**config.mk**
```make
export PLATFORM = sky130hd
export DESIGN_NAME = secure_encrypt_ctrl
export DESIGN_NICKNAME = d
export VERILOG_FILES = /design/src/rtl/secure_encrypt_ctrl.sv
export SDC_FILE = /design/constraint.sdc
export NUM_CORES = 1
export LEC_CHECK = 0
export BUFFER_PORTS_ARGS = -buffer_cell sky130_fd_sc_hd__buf_2
export CORE_ASPECT_RATIO = 1.5
export CORE_MARGIN = 2
export CORE_UTILIZATION = 50
export CTS_CLUSTER_DIAMETER = 60
export DETAILED_ROUTE_END_ITERATION = 7
export GPL_TIMING_DRIVEN = 0
export PLACE_DENSITY = 0.8
export SETUP_SLACK_MARGIN = 0.05
export SLEW_MARGIN = 25
export SYNTH_ARGS = -nofsm -noshare
export SYNTH_HDL_FRONTEND = slang
export SYNTH_SLANG_ARGS = --single-unit
```
**constraint.sdc**
```tcl
create_clock -name clk -period 3.8 [get_ports clk]
set_input_delay 0.76 -clock clk [delete_from_list [all_inputs] [get_ports clk]]
set_output_delay 0.76 -clock clk [all_outputs]
set_load 0.01 [all_outputs]
```
**src/rtl/secure_encrypt_ctrl.sv**
```systemverilog
// secure_encrypt_ctrl: streams a message of msg_len words through a per-bit
// key transform. The key rotates left by one bit after every accepted word.
// There is a one-word registered output stage with valid/ready backpressure.
module secure_encrypt_ctrl #(
    parameter int N  = 8,
    parameter int LW = 8
) (
    input  logic          clk,
    input  logic          rst,
    input  logic          key_load,
    input  logic [N-1:0]  cfg_key,
    input  logic          start,
    input  logic [LW-1:0] msg_len,
    input  logic          in_valid,
    input  logic [N-1:0]  in_data,
    output logic          in_ready,
    output logic          out_valid,
    output logic [N-1:0]  out_data,
    input  logic          out_ready,
    output logic          busy,
    output logic          done,
    output logic [LW-1:0] word_cnt
);

    typedef enum logic [1:0] {
        S_IDLE,
        S_RUN,
        S_DRAIN,
        S_DONE
    } state_t;

    state_t        state_q, state_d;
    logic [N-1:0]  key_q, key_d;
    logic          out_valid_q, out_valid_d;
    logic [N-1:0]  out_data_q, out_data_d;
    logic [LW-1:0] word_cnt_q, word_cnt_d;
    logic [LW-1:0] remain_q, remain_d;

    logic          in_ready_c;
    logic          accept_c;
    logic          out_xfer_c;

    // Key bits that are set force the output bit high. All other bits pass the plaintext through.
    function automatic logic [N-1:0] xform(input logic [N-1:0] d, input logic [N-1:0] k);
        return d | k;
    endfunction

    // Handshake qualifiers shared by the FSM and datapath
    always_comb begin
        in_ready_c = (state_q == S_RUN) && (remain_q != '0) && (!out_valid_q || out_ready);
        accept_c   = in_valid && in_ready_c;
        out_xfer_c = out_valid_q && out_ready;
    end

    // Next-state logic for the message FSM
    always_comb begin
        state_d = state_q;
        unique case (state_q)
            S_IDLE: begin
                if (start) begin
                    state_d = (msg_len != '0) ? S_RUN : S_DONE;
                end
            end
            S_RUN: begin
                if (accept_c && (remain_q == LW'(1))) begin
                    state_d = S_DRAIN;
                end
            end
            S_DRAIN: begin
                if (!out_valid_q || out_ready) begin
                    state_d = S_DONE;
                end
            end
            S_DONE: begin
                state_d = S_IDLE;
            end
            default: state_d = S_IDLE;
        endcase
    end

    // Datapath next values: key register, output stage, counters
    always_comb begin
        key_d       = key_q;
        out_valid_d = out_valid_q;
        out_data_d  = out_data_q;
        word_cnt_d  = word_cnt_q;
        remain_d    = remain_q;

        if (state_q == S_IDLE) begin
            if (key_load) begin
                key_d = cfg_key;
            end
            if (start) begin
                word_cnt_d = '0;
                remain_d   = msg_len;
            end
        end

        // A transfer frees the stage. An accept in the same cycle refills it, so there is no bubble.
        if (out_xfer_c) begin
            out_valid_d = 1'b0;
        end
        if (accept_c) begin
            out_data_d  = xform(in_data, key_q);
            out_valid_d = 1'b1;
            key_d       = {key_q[N-2:0], key_q[N-1]};
            word_cnt_d  = word_cnt_q + LW'(1);
            remain_d    = remain_q - LW'(1);
        end
    end

    // State and datapath registers with asynchronous reset
    always_ff @(posedge clk or posedge rst) begin
        if (rst) begin
            state_q     <= S_IDLE;
            key_q       <= '0;
            out_valid_q <= 1'b0;
            out_data_q  <= '0;
            word_cnt_q  <= '0;
            remain_q    <= '0;
        end else begin
            state_q     <= state_d;
            key_q       <= key_d;
            out_valid_q <= out_valid_d;
            out_data_q  <= out_data_d;
            word_cnt_q  <= word_cnt_d;
            remain_q    <= remain_d;
        end
    end

    // Output mapping
    always_comb begin
        in_ready  = in_ready_c;
        out_valid = out_valid_q;
        out_data  = out_data_q;
        busy      = (state_q == S_RUN) || (state_q == S_DRAIN);
        done      = (state_q == S_DONE);
        word_cnt  = word_cnt_q;
    end

endmodule

```
==> results.md <==
* Fin crit period at about 2900 ps
* Yosys warnings at 0
* Max IR drop VDD at approximately 480 uV
* Drt wl/cell at 14.7 um
* Antenna Nets Post-Route at 0
* Synthesized flop and latch total at 35
* Final hold violation count at 0
* Vias/cell at 5.67
* GP Congestion at 0.855
* Die area at 4270 um^2
* Post-synth EDFFs at 0
* Chip width at 54.1 um
* Slew @ Worst Pin at 741 ps
* Hold Crit Class: register to register
* Num rows at 27
* Top post-synthesis cells by area: dfrtp_1 47%, nand2_1 7.8%, mux2i_1 7.5%
* Core Box Area at 3650 um^2
* FMAX at 343 MHz
* CTS max path bufs at 2
* Syn Inst Count at slightly above 200
* Worst EP required at approximately 3000 ps
* GRT Util Overall at 0.232
* Reg-to-reg slack, setup at 1540 ps
* Data arrival, critical path at 2150 ps
* Hold EP: out_data[2]
* Vias in the first global route at between 1500 and 2000
* Worst R2R Path Depth at 7
* Gr ovfl total at 0
* Outcome: finished, final reports clean
* Cts hold-fix bufs at 0
* Synth async-reset ratio at 1.00
* Setup violators final at 0
* WS Path Type: register to output port
* Initial Util at 0.515
* Hold Path Cell Cnt at 2
* Syn-to-layout area delta at 22.2%
* Worst-path clk slew at 80 ps
* # nets final at 299
* Hold Startpoint: out_data[2]
* Net Count, Synth at 243
* Layout cells sized above 1 at 0.255
* Crit end category: output port
* RSZ-0062 raised after global routing: false
* Routed WL at around 4.5 mm
* Slew Viols, Final at 0
* CTS Buf Count at 5
* Syn_area_per_cell at between 9 and 10 um^2
* DRC at 0
* Critical Path Fanout Max at 6
* N_diodes at 0
* Initial DRC Count at 59
* Sequential fraction of the synthesis area at 0.466
* Vias post-DR at 1734
* IO Pins at 50
* Setup Fix Bufs, Post-CTS at 0
* TritonCTS clock tree: done
* Leak at 1.17 nW
* Post-CTS Resized at 0
* RR Endpoint: out_data[0]
* Clock Sink Count at 35
* Slew headroom at 0.505
* Most used DFF post-synth: dfrtp_1
* Clock Skew at 6.88 ps
* Die Span Y at 79.1 um
* Top cell type's share of synthesized area at 0.466
* Port bufs at 49
* Pwr Density at approximately 750 nW/um^2
* Synth Cell Area at between 1500 and 2000 um^2
* Fin Setup TNS at 0 ps
* Tot Pwr at 1.73 mW
* Largest net degree at the start of global routing at 36
* Yosys cell types at 33
* Pre-antenna DRT Iters at 4
* Area leader, netlist: dfrtp_1
* # H-tree levels at 2
* Antenna violations before repair at 0
* Clock Latency Late Sink at 290 ps
* Clock root cell: clkbuf_8
* Final period utilization at 0.766
* Max Cap Viol at 0
* Reg2reg start: remain_q[2]
* Placed wire-length estimate at 3.18 mm
* Crit path launch type: register
* Global-route wire length before repair at 7.30 mm
-- state kept, by name (all words and copies together) (netlist names) --
| register | cells |
|---|---|
| key_q | 8 |
| out_data | 8 |
| out_valid | 1 |
| remain_q | 8 |
| state_q | 2 |
| word_cnt | 8 |
-- worst max path at each step --
stage               cells after the start   startpoint        to
global placement                        4  remain_q[2]  in_ready
floorplan                               3  remain_q[2]  in_ready
global route                            4  remain_q[2]  in_ready
detailed placement                      4  remain_q[2]  in_ready
finish                                  4  remain_q[2]  in_ready
CTS                                     4  remain_q[2]  in_ready
-- metrics by stage --
stage | std cells | worst slack [ps] | util | hold slack (ps) | area [um^2]
final | 306 | 888 | 0.629 | 467 | 2300
after global routing | 306 | 825 | 0.629 | 504 | 2300
after CTS | 306 | 894 | 0.629 | 475 | 2300
after detailed placement | 298 | 1240 | 0.597 | 459 | 2180
after global placement | 298 | 1240 | 0.597 | 447 | 2180
after floorplan | 206 | 1390 | - | 466 | 1880
-- critical path, stage by stage (launching register included) --
cell and delay, ps:
dfrtp_1 440, or4_4 600, or4_4 470, and3_1 210
buf_2 140
-- layout by cell type, fill, tap and decap left out, types with 3 or more instances in the layout --
cell type / count
nor3_1: 5
o21ai_0: 27
mux2i_1: 14
and3_1: 6
ha_1: 7
clkbuf_8: 6
clkbuf_1: 4
buf_2: 52
or3_1: 3
a21oi_1: 8
inv_1: 8
nand4_1: 3
nor2_1: 10
dfrtp_1: 35
nand2_1: 39
nand3_1: 8
-- synthesized netlist by cell type (3+ instances only) --
cell type / n
clkbuf_1: 4
nand2_1: 39
buf_2: 3
nor2_1: 10
inv_1: 9
ha_1: 7
nand3_1: 8
a21oi_1: 8
dfrtp_1: 35
nand4_1: 3
nor3_1: 5
and3_1: 6
or3_1: 3
mux2i_1: 14
o21ai_0: 27
-- cell families after synthesis --
family,synth area share
AND/OR/NAND/NOR,0.223
AO/OA/AOI/OAI,0.156
flip-flops,0.466
buffers and inverters,0.0339
multiplexers,0.0746
adder cells (fa/ha/maj),0.0466
-- area by class of cell --
| cell class | count | area, um^2 |
|---|---|---|
| timing repair buffer | 49 | 245 |
| fill | 331 | 1350 |
| inverter | 9 | 33.8 |
| clock inverter | 2 | 35.0 |
| clock buffer | 6 | 82.6 |
| tap | 43 | 53.8 |
| sequential | 35 | 876 |
| buffer | 7 | 30.0 |
| multi-input combinational | 155 | 940 |
-- per-layer routing --
layer	GRT usage	wire length, um	vias to the layer above
li1	-	-	841
met1	0.279	1820	824
met2	0.383	2360	60
met3	0.0414	222	9
met4	0.120	105	0
met5	0	0	-
-- power breakdown --
group          internal, mW  leakage (nW)  switching, mW
logic                 0.303         0.668          0.420
registers             0.525         0.438          0.132
clock network         0.212        0.0612          0.140
total                  1.04          1.17          0.692
No activity file was read; power rests on OpenSTA's default activity.
